File: src/rtl/light_seq_pkg.sv
// Shared types and constants for the light sequencer.
package light_seq_pkg;

  typedef enum logic [1:0] {
    IDLE  = 2'd0,
    RUN   = 2'd1,
    PAUSE = 2'd2
  } state_t;

  localparam logic [1:0] MODE_UP      = 2'd0;
  localparam logic [1:0] MODE_DN      = 2'd1;
  localparam logic [1:0] MODE_BOUNCE  = 2'd2;
  localparam logic [1:0] MODE_ONESHOT = 2'd3;

  // One-hot LED pattern for a position.
  function automatic logic [7:0] onehot(input logic [2:0] p);
    return 8'd1 << p;
  endfunction

endpackage

File: src/rtl/tick_divider.sv
// Free-running base divider: counts 0..DIV_N-1 and flags the last count.
module tick_divider #(
  parameter int DIV_N = 10,
  parameter int W     = (DIV_N > 1) ? $clog2(DIV_N) : 1
) (
  input  logic clk,
  input  logic reset,
  output logic tick
);

  localparam logic [W-1:0] LAST = W'(DIV_N - 1);

  logic [W-1:0] count;

  assign tick = (count == LAST);

  // Wrap to zero on the tick cycle, otherwise increment.
  always_ff @(posedge clk or negedge reset) begin
    if (!reset)    count <= '0;
    else if (tick) count <= '0;
    else           count <= count + W'(1);
  end

endmodule

File: src/rtl/light_seq_ctrl.sv
// Running-light sequencer: IDLE/RUN/PAUSE FSM stepping a one-hot LED
// through flow-up, flow-down, bounce and one-shot bounce patterns.
// Optional macro LIGHT_SEQ_BLINK_EN: blink the lit LED on every base tick
// while paused (default build holds it steady).
module light_seq_ctrl
  import light_seq_pkg::*;
#(
  parameter int SIM   = 0,
  parameter int DIV_N = (SIM != 0) ? 10 : 50_000_000
) (
  input  logic       clk,
  input  logic       reset,
  input  logic       start,
  input  logic       pause,
  input  logic       stop,
  input  logic [1:0] mode,
  input  logic [1:0] speed,
  output logic [7:0] led,
  output logic [2:0] pos,
  output logic       dir,
  output logic       busy,
  output logic       step,
  output logic       done
);

  state_t     state_q, state_d;
  logic [1:0] mode_q, mode_d;
  logic [2:0] pos_d;
  logic       dir_d;
  logic [2:0] presc_q, presc_d;
  logic [2:0] presc_max;
  logic [7:0] led_d;
  logic       busy_d, step_d, done_d;
  logic       tick;

  tick_divider #(.DIV_N(DIV_N)) u_div (
    .clk   (clk),
    .reset (reset),
    .tick  (tick)
  );

  // Speed is applied live: 2^speed base ticks per step.
  assign presc_max = 3'((4'd1 << speed) - 4'd1);

  // Next-state, datapath and registered-output values.
  always_comb begin
    state_d = state_q;
    mode_d  = mode_q;
    pos_d   = pos;
    dir_d   = dir;
    presc_d = presc_q;
    step_d  = 1'b0;
    done_d  = 1'b0;

    case (state_q)
      IDLE: begin
        if (!stop && start) begin
          state_d = RUN;
          mode_d  = mode;
          presc_d = '0;
          if (mode == MODE_DN) begin
            pos_d = 3'd7;
            dir_d = 1'b0;
          end else begin
            pos_d = 3'd0;
            dir_d = 1'b1;
          end
        end
      end
      RUN: begin
        if (pause && !start) begin
          state_d = PAUSE;
        end else if (tick) begin
          if (presc_q >= presc_max) begin
            presc_d = '0;
            step_d  = 1'b1;
            case (mode_q)
              MODE_UP: pos_d = pos + 3'd1;
              MODE_DN: pos_d = pos - 3'd1;
              default: begin
                if (dir) begin
                  if (pos == 3'd7) begin
                    pos_d = 3'd6;
                    dir_d = 1'b0;
                  end else begin
                    pos_d = pos + 3'd1;
                  end
                end else begin
                  if (pos == 3'd0) begin
                    pos_d = 3'd1;
                    dir_d = 1'b1;
                  end else begin
                    pos_d = pos - 3'd1;
                  end
                end
              end
            endcase
            // One-shot ends on the downward arrival at position 0.
            if (mode_q == MODE_ONESHOT && !dir && pos == 3'd1) begin
              done_d  = 1'b1;
              state_d = IDLE;
              pos_d   = 3'd0;
              dir_d   = 1'b1;
            end
          end else begin
            presc_d = presc_q + 3'd1;
          end
        end
      end
      PAUSE: begin
        if (start) state_d = RUN;
      end
      default: state_d = IDLE;
    endcase

    // Stop overrides everything else.
    if (stop) begin
      state_d = IDLE;
      pos_d   = 3'd0;
      dir_d   = 1'b1;
      presc_d = '0;
      step_d  = 1'b0;
      done_d  = 1'b0;
    end

    if (state_d == IDLE) begin
      led_d = 8'h00;
    end else if (state_q == PAUSE && state_d == PAUSE) begin
`ifdef LIGHT_SEQ_BLINK_EN
      if (tick) led_d = (led == 8'h00) ? onehot(pos) : 8'h00;
      else      led_d = led;
`else
      led_d = onehot(pos);
`endif
    end else begin
      led_d = onehot(pos_d);
    end

    busy_d = (state_d != IDLE);
  end

  // State and registered outputs.
  always_ff @(posedge clk or negedge reset) begin
    if (!reset) begin
      state_q <= IDLE;
      mode_q  <= MODE_UP;
      pos     <= 3'd0;
      dir     <= 1'b1;
      presc_q <= '0;
      led     <= 8'h00;
      busy    <= 1'b0;
      step    <= 1'b0;
      done    <= 1'b0;
    end else begin
      state_q <= state_d;
      mode_q  <= mode_d;
      pos     <= pos_d;
      dir     <= dir_d;
      presc_q <= presc_d;
      led     <= led_d;
      busy    <= busy_d;
      step    <= step_d;
      done    <= done_d;
    end
  end

endmodule

File: config.mk
export PLATFORM = sky130hd
export DESIGN_NAME = light_seq_ctrl
export DESIGN_NICKNAME = d
export VERILOG_FILES = /design/src/rtl/light_seq_pkg.sv /design/src/rtl/tick_divider.sv /design/src/rtl/light_seq_ctrl.sv
export SDC_FILE = /design/constraint.sdc
export NUM_CORES = 1
export LEC_CHECK = 0
export CAP_MARGIN = 20
export CORE_MARGIN = 2
export CORE_UTILIZATION = 30
export CTS_BUF_LIST = sky130_fd_sc_hd__clkbuf_4
export DETAILED_ROUTE_END_ITERATION = 10
export MAX_ROUTING_LAYER = met4
export PLACE_DENSITY_LB_ADDON = 0.25
export RECOVER_POWER = 50
export SLEW_MARGIN = 20
export SYNTH_ARGS = -nofsm -noshare
export SYNTH_HDL_FRONTEND = slang
export SYNTH_SLANG_ARGS = --single-unit
File: constraint.sdc
create_clock -name clk -period 2.89 [get_ports clk]
set_clock_uncertainty 0.1 [all_clocks]
set_input_delay 0.578 -clock clk [delete_from_list [all_inputs] [get_ports clk]]
set_output_delay 0.578 -clock clk [all_outputs]
set_load 0.005 [all_outputs]
**Word-level counts from Yosys, hierarchy flattened**

Index checks and enable logic that the tools add are counted.

- Flip-flop bits (word level): 48
- Input port bits: 9
- Output and inout bits: 15

- Add/sub/neg operators: 5
- Order comparisons: 1
- Equality and inequality tests: 14
- Shifts and indexed selects: 3
- Muxes and demuxes: 52
- Reduce and logical (&&, ||, !) cells: 18

Operator list:

| kind | count |
|---|---|
| 2-to-1 mux 3 bit | 15 |
| adder 26 x 1 -> 26 bit (second input constant) | 1 |
| == test 26 bit (second input constant) | 1 |
| 2-to-1 mux 26 bit | 1 |
| 2-to-1 mux 1 bit | 22 |
| case mux 3 bit (2 select lines) | 3 |
| 2-to-1 mux 8 bit | 2 |
| << shifter 1 x 3 -> 8 bit (first input constant) | 2 |
| 2-to-1 mux 2 bit | 7 |
| inequality test 3 bit (second input constant) | 4 |
| adder 3 x 1 -> 3 bit (second input constant) | 2 |
| == test 2 x 1 -> 1 bit (second input constant) | 3 |
| == test 2 bit (second input constant) | 3 |
| zero test 2 bit | 3 |
| case mux 2 bit (3 select lines) | 1 |
| AND reduction 6 bit | 1 |
| subtractor 3 x 1 -> 3 bit (second input constant) | 2 |
| logical AND 1 bit | 5 |
| inequality test 4 bit (second input constant) | 1 |
| AND reduction 4 bit | 1 |
| == test 3 x 1 -> 1 bit (second input constant) | 1 |
| == test 3 bit (second input constant) | 1 |
| >= comparator 3 bit | 1 |
| zero test 1 bit | 3 |
| 7 further kinds | 7 |

**Depth between registers and ports, before layout**

Gate-level depths: netlist (run 1).

- Depth after elaboration: 13
- Gate-level depth with buffers: 11
- Depth with buffers taken out: 11

**By module**

From an unflattened synthesis (run 1), not the netlist that was laid out.

- Cell total of the unflattened synthesis: 278
- Area total of the unflattened synthesis: 2753.9 um^2

Modules (own cells, without submodules):

| module | instances | cells an instance | area each (um^2) |
|---|---|---|---|
| light_seq_ctrl | 1 | 146 | 1415.1 |
| tick_divider | 1 | 132 | 1338.8 |

**Worst setup path before layout (run 1)**

No wires, ideal clock.

- Kind: input port to flip-flop
- From: input port speed[0]
- To: register led[3]
- Arrival: 2.498 ns
- Slack: 0.211 ns
- Stages: 8
- Path buffers: 0
- Path through: or2_2 > ha_1 > nand2b_1 > a31o_1 > nand4_2 > mux2_4 > or3b_4 > nor3_2

- Longest elaborated chain between the ends: 12
- Elaborated cells on any way between the ends: 19

Ends and longest elaborated chain:

| item | line | source |
|---|---|---|
| start: declaration | light_seq_ctrl.sv:17 | `input logic [1:0] speed,` |
| << shifter 1 x 2 -> 3 bit * | light_seq_ctrl.sv:43 | `assign presc_max = 3'((4'd1 << speed) - 4'd1);` |
| subtractor 3 x 1 -> 3 bit * | light_seq_ctrl.sv:43 |  |
| >= comparator 3 bit * | light_seq_ctrl.sv:74 | `if (presc_q >= presc_max) begin` |
| 2-to-1 mux 2 bit | light_seq_ctrl.sv:74 |  |
| 2-to-1 mux 2 bit | light_seq_ctrl.sv:73 | `end else if (tick) begin` |
| 2-to-1 mux 2 bit | light_seq_ctrl.sv:71 | `if (pause && !start) begin` |
| case mux 2 bit (3 select lines) | light_seq_ctrl.sv:55 | `case (state_q)` |
| 2-to-1 mux 2 bit | light_seq_ctrl.sv:117 | `if (stop) begin` |
| == test 2 bit | light_seq_ctrl.sv:128 | `end else if (state_q == PAUSE && state_d == PAUSE) begin` |
| logical AND 1 bit | light_seq_ctrl.sv:128 |  |
| 2-to-1 mux 8 bit | light_seq_ctrl.sv:128 |  |
| 2-to-1 mux 8 bit * | light_seq_ctrl.sv:126 | `if (state_d == IDLE) begin` |
| net led_d[3] | light_seq_ctrl.sv:32 | `logic [7:0] led_d;` |
| end signal: assignment | light_seq_ctrl.sv:160 | `led <= led_d;` |
| end: declaration | light_seq_ctrl.sv:18 | `output logic [7:0] led,` |

The timed path passes the listed nets; every way through them passes the cells marked *.
A chain may end at the register's enable or synchronous reset.

**Worst setup path after layout (run 1)**

Ends and elaborated chain as after synthesis.

==> flow_summary.json, run 1 <==
{
  "holdPathStages": 1,
  "dr_wl_met3_um": 228,
  "grt_usage_pct": 12.5,
  "period_minus_slack_ns": 2.76,
  "path_class": "input port to flop",
  "synthesis.nets": 300,
  "whs_ns": 0.383,
  "die_w_um": 97.9,
  "synthTopCellsByArea": "dfrtp_1, ha_1, nor2_1, xnor2_1, nand2_1",
  "vias_per_cell": 4.88,
  "critPathMaxFanout": 4,
  "ys_warn_count": 0,
  "syn_avg_cell_area_sq_um": 9.48,
  "cts_tree": "built",
  "dpl-instance-area_sq_um": 3100,
  "portBuffers": 23,
  "antenna_found_initial": 0,
  "fp.coreArea_sq_um": 8640,
  "cpMaxStageDelayCell": "clkdlybuf4s50_1",
  "rr_worst_depth": 9,
  "synthCells": 279,
  "grt_max_degree": 21,
  "syn_area_sq_um": 2650,
  "relSlewSlack_pct": 26.7,
  "p_leak_nw": 1.43,
  "drc": 0,
  "root_buffer": "clkbuf_4",
  "die_area_sq_um": 9580,
  "finalHoldViolations": 0,
  "synth_edf_count": 0,
  "drive_above_1_share_pct": 11.2,
  "grt_pass1_vias": 2020,
  "min_path_type": "flop to flop",
  "insertion_delay_ns": 0.37,
  "synth.distinct_cells": 52,
  "max_stage_delay_ns": 0.41,
  "final_cell_mix": "dfrtp_1, nor2_1, nand2_1, clkdlybuf4s50_1",
  "crit_chain": "clkdlybuf4s50_1 -> or2_2 -> ha_1 -> nand2b_1 -> a31o_1 -> nand4_2 -> mux2_4 -> or3b_4 -> nor3_2",
  "dp_hpwl_mm": 4.25,
  "wl_met2_mm": 2.55,
  "fin_crit_sh_pct": 95.6,
  "wl_met1_mm": 2.86,
  "nets": 341,
  "ir_drop_mv": 0.147,
  "drt-total-wl_mm": 5.67,
  "grt_setup_unrepaired": "false",
  "die_y_um": 97.9,
  "path_clk_slew_ns": 0.16,
  "setup_viol": 0,
  "required_ns": 3.10,
  "critPathCaptureType": "flop",
  "design_area_sq_um": 3180,
  "drv_slew": 0,
  "first_pass_iters": 4,
  "worst_pin_slew_ns": 1.10,
  "critPathArrivalTime_ns": 2.97,
  "antenna_cells": 0,
  "synth_top_area_share_pct": 44.5,
  "clockBufferDepth": 2,
  "syn_to_final_growth_pct": 20.3,
  "drtIter0Drc": 67,
  "ant_nets": 0,
  "cts_num_sinks": 48,
  "layout_commonest_cell": "dfrtp_1",
  "top_layer_used": "met4",
  "async_flop_share_pct": 100,
  "fin_cells": 429,
  "status": "completed",
  "synth_seq_cells": 48,
  "rows": 34,
  "routedWlPerCell_um": 13.2,
  "yosysTopAreaCell": "dfrtp_1",
  "power_density_nw_per_um2": 426,
  "cap_violations": 0,
  "start_kind": "input port",
  "synth_top_flop_cell": "dfrtp_1",
  "timing.fmax_mhz": 362,
  "gp_congestion": 0.891,
  "ys_seq_area_share_pct": 45.5,
  "dp.cells": 420,
  "grt-ovfl-total": 0,
  "htreeDepth": 2,
  "cts_setup_buffers": 0,
  "grt_pass1_wl_mm": 9.77,
  "cts_buffers": 5,
  "vias": 2094,
  "io_pins": 24,
  "initial_core_util_pct": 30.6
}
-- final timing paths --
path | start | to | slack, ns
max | speed[0] | led[3]$_DFF_PN0_ | 0.13
min | u_div.count[6]$_DFF_PN0_ | u_div.count[6]$_DFF_PN0_ | 0.38
max reg2reg | pos[0]$_DFF_PN0_ | led[3]$_DFF_PN0_ | 0.31
min reg2reg | u_div.count[6]$_DFF_PN0_ | u_div.count[6]$_DFF_PN0_ | 0.38
max in group asynchronous | reset | u_div.count[10]$_DFF_PN0_ | 0.66
min in group asynchronous | reset | u_div.count[12]$_DFF_PN0_ | 0.62
-- critical path, delay by kind of cell --
family / cells / cell delay (ns)
buffers and inverters: 1 / 0.41
adders and majority gates: 1 / 0.26
and+or+nand+nor: 5 / 1.14
muxes: 1 / 0.32
AOI/OAI and AO/OA: 1 / 0.26
-- flip-flops by register name (all words and copies together) (netlist names) --
name and flops:
busy 1, state_q 2, led 8, step 1
mode_q 2, presc_q 3, dir 1, done 1
pos 3, u_div.count 26
-- report_power, final --
group,internal [mW],switching (mW),leakage [nW]
combinational,0.107,0.115,0.741
sequential,0.693,0.0303,0.642
clock,0.185,0.228,0.0418
-- synth_stat cells, types with 4 or more instances --
library cell,n
nor3_2,4
nand2_1,25
xnor2_1,12
nor3_1,10
inv_1,13
ha_1,12
or3_1,4
o21ai_1,7
nor2_1,30
xor2_1,8
clkbuf_1,4
o21ai_0,11
nor2b_1,7
nand4_1,5
a21oi_1,9
nand3_1,12
nand2b_1,6
and3_1,7
dfrtp_1,47
-- through the flow --
step | worst slack, ns | setup TNS (ns) | power [mW] | util [%]
after floorplan | 0.211 | 0 | 0.854 | -
after global placement | -0.247 | -2.13 | 0.960 | 35.9
after detailed placement | -0.291 | -2.69 | 0.959 | 35.9
after CTS | 0.126 | 0 | 1.38 | 37.0
after global routing | 0.0119 | 0 | 1.44 | 36.9
final | 0.128 | 0 | 1.36 | 36.9
-- routing by layer --
metal | up-vias | global-route usage [%]
met2 | 36 | 19.4
li1 | 1053 | -
met5 | - | -
met3 | 4 | 2.51
met1 | 1001 | 17.4
met4 | 0 | 2.24
-- cell type report --
class,instances,area [sq um]
inverter,15,56.3
fill,891,5450
timing repair buffer,40,343
multi-input combinational,210,1360
sequential,48,1200
clock inverter,3,46.3
tap,108,135
clock buffer,5,37.5
-- repair_timing --
item / CTS / global route
hold buffers: 1 / 0
resized for setup: 0 / 0
hold endpoints to repair: 10 / 0
-- logic make-up after synthesis --
family,count (synthesis),synth area share (%)
AND/OR/NAND/NOR,130,27.0
flip-flops,48,45.5
AO/OA/AOI/OAI,43,9.98
buffers and inverters,21,3.03
XOR/XNOR,20,6.62
adder cells (fa/ha/maj),12,5.68
multiplexers,5,2.22
(Power assumes the default switching activity.)
==> run 2: changes to the inputs <==
--- a/config.mk
+++ b/config.mk
@@ -6,6 +6,8 @@
 export NUM_CORES = 1
 export LEC_CHECK = 0
 export CAP_MARGIN = 20
+export CELL_PAD_IN_SITES_DETAIL_PLACEMENT = 0
+export CELL_PAD_IN_SITES_GLOBAL_PLACEMENT = 2
 export CORE_MARGIN = 2
 export CORE_UTILIZATION = 30
 export CTS_BUF_LIST = sky130_fd_sc_hd__clkbuf_4
==> flow_summary.json, run 2 (same netlist as run 1, synthesis figures left out) <==
{
  "drive_above_1_share_pct": 12.1,
  "pwr-share-comb_pct": 16.5,
  "vias": 2088,
  "largest_reg_flops": 26,
  "holdPathStages": 1,
  "ant_nets": 0,
  "worstHoldStart": "u_div.count[6]$_DFF_PN0_",
  "drv_slew": 0,
  "r2r_start": "pos[0]$_DFF_PN0_",
  "critPathArrivalTime_ns": 2.91,
  "p_leak_nw": 1.44,
  "path_clk_slew_ns": 0.14,
  "cap_violations": 0,
  "p_switching_mw": 0.388,
  "setup_viol": 0,
  "grt_usage_pct": 14.6,
  "status": "completed",
  "whs_ns": 0.381,
  "timing.fmax_mhz": 362,
  "grt_max_degree": 25,
  "r2r_setup_slack_ns": 0.27,
  "cts_setup_buffers": 0,
  "final.setup.worst_slack_ns": 0.128,
  "critical_path.top_delay_family": "simple AND/OR/NAND/NOR gates",
  "antenna_found_initial": 0,
  "path_class": "input port to flop",
  "portBuffers": 23,
  "min_path_type": "flop to flop",
  "cpMaxStageDelayCell": "clkdlybuf4s50_1",
  "critPathCaptureType": "flop",
  "htreeDepth": 2,
  "io_pins": 24,
  "pwr-share-seq_pct": 52.6,
  "die_area_sq_um": 9580,
  "design_area_sq_um": 3190,
  "cts_num_sinks": 48,
  "fin_crit_sh_pct": 95.6,
  "insertion_delay_ns": 0.37,
  "vias_per_cell": 4.86,
  "ir_drop_mv": 0.247,
  "hold_end": "u_div.count[6]$_DFF_PN0_",
  "fp.coreArea_sq_um": 8640,
  "gp_congestion": 0.754,
  "critPathMaxFanout": 5,
  "initial_core_util_pct": 30.6,
  "regMostFlops": "u_div.count",
  "crit_chain": "clkdlybuf4s50_1 -> or2_2 -> ha_1 -> nand2b_1 -> a31oi_1 -> a311oi_1 -> mux2_1 -> or2_2 -> inv_2 -> nor3_1",
  "required_ns": 3.04,
  "max_stage_delay_ns": 0.41,
  "power_density_nw_per_um2": 430,
  "drt-total-wl_mm": 6.27,
  "relSlewSlack_pct": 8.49,
  "r2r_end": "led[3]$_DFF_PN0_",
  "first_pass_iters": 4,
  "p_int_mw": 0.985,
  "grt_pass1_vias": 2134,
  "grt_pass1_wl_mm": 11.0,
  "rows": 34,
  "start_kind": "input port",
  "largestRegisters": "u_div.count x26, led x8",
  "pwr-share-clk_pct": 30.9,
  "place_ws_ns": -0.270,
  "cts_buffers": 5,
  "nets": 342,
  "dpl-instance-area_sq_um": 3120,
  "grt_setup_unrepaired": "true",
  "drtIter0Drc": 85,
  "utilization_pct": 37.0,
  "cts_tree": "built",
  "clockBufferDepth": 2,
  "layout_commonest_cell": "dfrtp_1",
  "worst_pin_slew_ns": 1.37,
  "dp.cells": 422,
  "die_y_um": 97.9,
  "root_buffer": "clkbuf_4",
  "final_cell_mix": "dfrtp_1, nor2_1, nand2_1, clkdlybuf4s50_1, buf_4",
  "fin_cells": 430,
  "die_w_um": 97.9,
  "crit_buf_inv": 2,
  "swShare_pct": 28.3,
  "finalHoldViolations": 0,
  "period_minus_slack_ns": 2.76,
  "antenna_cells": 0,
  "drc": 0,
  "grt-ovfl-total": 0,
  "worst_path_most_repeated_cell": "or2_2",
  "syn_to_final_growth_pct": 20.7,
  "routedWlPerCell_um": 14.6,
  "dp_hpwl_mm": 4.67,
  "rr_worst_depth": 9
}
-- run 2: changes by cell type in the layout (fill, tap and decap cells not counted) --
cell           change
buf_4              +3
clkbuf_1           -1
dlygate4sd3_1      -1
-- run 2: worst max path at each step --
stage	from	endpoint	slack (ns)	cells after the start
floorplan	speed[0]	led[3]$_DFF_PN0_	0.21	8
global placement	speed[0]	led[3]$_DFF_PN0_	-0.26	9
detailed placement	speed[0]	led[3]$_DFF_PN0_	-0.27	9
CTS	speed[0]	led[3]$_DFF_PN0_	0.13	9
global route	speed[0]	led[1]$_DFF_PN0_	-0.004	10
finish	speed[0]	led[1]$_DFF_PN0_	0.13	10
-- run 2: area by class of cell --
class	instances	area, sq um
timing repair buffer	41	352
clock inverter	3	46.3
tap	108	135
inverter	15	56.3
sequential	48	1200
fill	921	5440
clock buffer	5	37.5
multi-input combinational	210	1360
-- run 2: metal layers --
metal	track usage (%)	wire, um
met5	-	0
met4	3.21	43
met3	2.22	169
met2	23.0	3070
met1	19.9	2990
-- run 2: timing repair --
item | 4_1_cts | 5_1_grt
hold buffers | 0 | 0
setup endpoints to repair | 0 | 1
resized for setup | 0 | 0
-- run 2: power by group through the flow --
stage / Combinational, mW / Sequential [mW] / Clock [mW]
2_1_floorplan: 0.127 / 0.727 / 0
6_report: 0.226 / 0.722 / 0.424
3_5_place_dp: 0.231 / 0.736 / 0
4_1_cts: 0.233 / 0.723 / 0.448
5_1_grt: 0.255 / 0.727 / 0.470
3_3_place_gp: 0.232 / 0.736 / 0
-- run 2: metrics by stage --
| step | setup TNS (ns) | power [mW] |
|---|---|---|
| 6_report | 0 | 1.37 |
| 5_1_grt | -0.00421 | 1.45 |
| 4_1_cts | 0 | 1.40 |
| 3_5_place_dp | -2.45 | 0.967 |
| 3_3_place_gp | -2.20 | 0.968 |
| 2_1_floorplan | 0 | 0.854 |
==> run 3: changes to the inputs <==
--- a/config.mk
+++ b/config.mk
@@ -13,7 +13,7 @@
 export CTS_BUF_LIST = sky130_fd_sc_hd__clkbuf_4
 export DETAILED_ROUTE_END_ITERATION = 10
 export MAX_ROUTING_LAYER = met4
-export PLACE_DENSITY_LB_ADDON = 0.25
+export PLACE_DENSITY = 0.63
 export RECOVER_POWER = 50
 export SLEW_MARGIN = 20
 export SYNTH_ARGS = -nofsm -noshare
==> flow_summary.json, run 3 (same netlist as run 1, synthesis figures left out) <==
{
  "grt-ovfl-total": 0,
  "ir_drop_mv": 0.198,
  "cts_num_sinks": 48,
  "cts_buffers": 5,
  "fin_cells": 434,
  "fillers": 925,
  "drv_slew": 0,
  "die_w_um": 97.9,
  "grt_setup_unrepaired": "false",
  "drc": 0,
  "finalHoldViolations": 0,
  "drive_above_1_share_pct": 13.5,
  "p_leak_nw": 1.46,
  "insertion_delay_ns": 0.36,
  "first_pass_iters": 4,
  "die_y_um": 97.9,
  "power_density_nw_per_um2": 445,
  "grt_pass1_wl_mm": 11.0,
  "vias": 2118,
  "fin_crit_sh_pct": 96.5,
  "nets": 347,
  "grt_usage_pct": 14.7,
  "htreeDepth": 2,
  "crit_start": "speed[0]",
  "critPathCaptureType": "flop",
  "die_area_sq_um": 9580,
  "min_path_type": "input port to asynchronous set/reset pin",
  "whs_ns": 0.322,
  "dp.cells": 425,
  "cts_tree": "built",
  "timing.fmax_mhz": 359,
  "critPathMaxFanout": 4,
  "regMostFlops": "u_div.count",
  "crit_chain": "clkdlybuf4s50_1 -> or2_2 -> ha_1 -> nand2b_2 -> a31o_1 -> nand4_2 -> mux2_4 -> or3b_4 -> nor3_2",
  "cts_hold_buf": 0,
  "portBuffers": 23,
  "utilization_pct": 37.6,
  "final_cell_mix": "dfrtp_1, nor2_1, nand2_1, clkdlybuf4s50_1, buf_4",
  "tns_ns": 0,
  "initial_core_util_pct": 30.6,
  "required_ns": 3.08,
  "path_class": "input port to flop",
  "period_minus_slack_ns": 2.79,
  "root_buffer": "clkbuf_4",
  "finalPower_mw": 1.44,
  "cap_violations": 0,
  "antenna_cells": 0,
  "setup_viol": 0,
  "drtIter0Drc": 89,
  "io_pins": 24,
  "grt_pass1_vias": 2152,
  "cpMaxStageDelayCell": "clkdlybuf4s50_1",
  "critPathArrivalTime_ns": 2.98,
  "syn_to_final_growth_pct": 22.8,
  "dp_hpwl_mm": 4.86,
  "largestRegisters": "u_div.count x26, led x8",
  "max_stage_delay_ns": 0.41,
  "ant_nets": 0,
  "clockBufferDepth": 2,
  "worst_pin_slew_ns": 1.16,
  "fp.coreArea_sq_um": 8640,
  "rows": 34,
  "path_clk_slew_ns": 0.14,
  "relSlewSlack_pct": 22.7,
  "largest_reg_flops": 26,
  "start_kind": "input port",
  "layout_commonest_cell": "dfrtp_1",
  "grt_max_degree": 23,
  "antenna_found_initial": 0,
  "routedWlPerCell_um": 14.9,
  "gp_congestion": 0.779,
  "r2r_start": "u_div.count[8]$_DFF_PN0_",
  "drt-total-wl_mm": 6.45,
  "status": "completed",
  "vias_per_cell": 4.88
}
[run 3: cell types whose count changed in the layout (fill, tap and decap cells not counted)]
cell / before / now
a31oi_2: 0 / 1
buf_4: 16 / 20
clkinvlp_4: 1 / 0
inv_6: 1 / 0
a31oi_1: 2 / 1
nand2b_2: 0 / 1
nand2b_1: 6 / 5
clkbuf_1: 3 / 4
bufinv_16: 1 / 2
[run 3: path summary, 6_finish.rpt]
| kind | end | slack, ns | cells past startpoint |
|---|---|---|---|
| worst min register to register | u_div.count[6]$_DFF_PN0_ | 0.39 | 1 |
| worst min-delay path | u_div.count[15]$_DFF_PN0_ | 0.32 | 1 |
| max in group asynchronous | u_div.count[10]$_DFF_PN0_ | 0.98 | 2 |
| min in group clk | u_div.count[6]$_DFF_PN0_ | 0.39 | 1 |
| worst max register to register | presc_q[1]$_DFFE_PN0P_ | 0.31 | 7 |
| worst max-delay path | led[3]$_DFF_PN0_ | 0.10 | 9 |
[run 3: critical path: cells and delay by family]
family	cells	cell delay (ns)
and+or+nand+nor	5	1.16
buffers and inverters	1	0.41
muxes	1	0.31
adders and majority gates	1	0.26
AOI/OAI and AO/OA	1	0.26
[run 3: report_power, final]
group          internal [mW]  total (mW)  switching (mW)
registers              0.693       0.722          0.0290
logic                  0.118       0.243           0.126
clock network          0.265       0.480           0.215
total                   1.08        1.44           0.370
[run 3: area by class of cell]
| cell class | count | area, sq um | share of cell area (%) |
|---|---|---|---|
| clock inverter | 2 | 60.1 | 1.85 |
| clock buffer | 5 | 37.5 | 1.16 |
| tap | 108 | 135 | 4.16 |
| timing repair buffer | 46 | 385 | 11.9 |
| sequential | 48 | 1200 | 37.0 |
| multi-input combinational | 210 | 1370 | 42.2 |
| inverter | 15 | 56.3 | 1.73 |
[run 3: what timing repair did]
action | 4_1_cts | 5_1_grt
gates resized for setup | 0 | 2
endpoints found under the setup margin | 0 | 1
setup buffers | 0 | 2
hold endpoints to repair | 0 | 0
[run 3: per-stage QoR]
stage / area [sq um] / setup WS (ns)
floorplan: 2650 / 0.211
global placement: 3140 / -0.298
detailed placement: 3140 / -0.293
CTS: 3240 / 0.102
global route: 3250 / 0.0297
finish: 3250 / 0.101
[run 3: layer usage]
layer | GRT usage (%) | wire [um] | vias to the layer above
met1 | 19.2 | 3010 | 1013
met5 | - | 0 | -
met4 | 3.74 | 55 | 0
met3 | 2.36 | 188 | 5
met2 | 23.7 | 3200 | 32
li1 | - | - | 1068
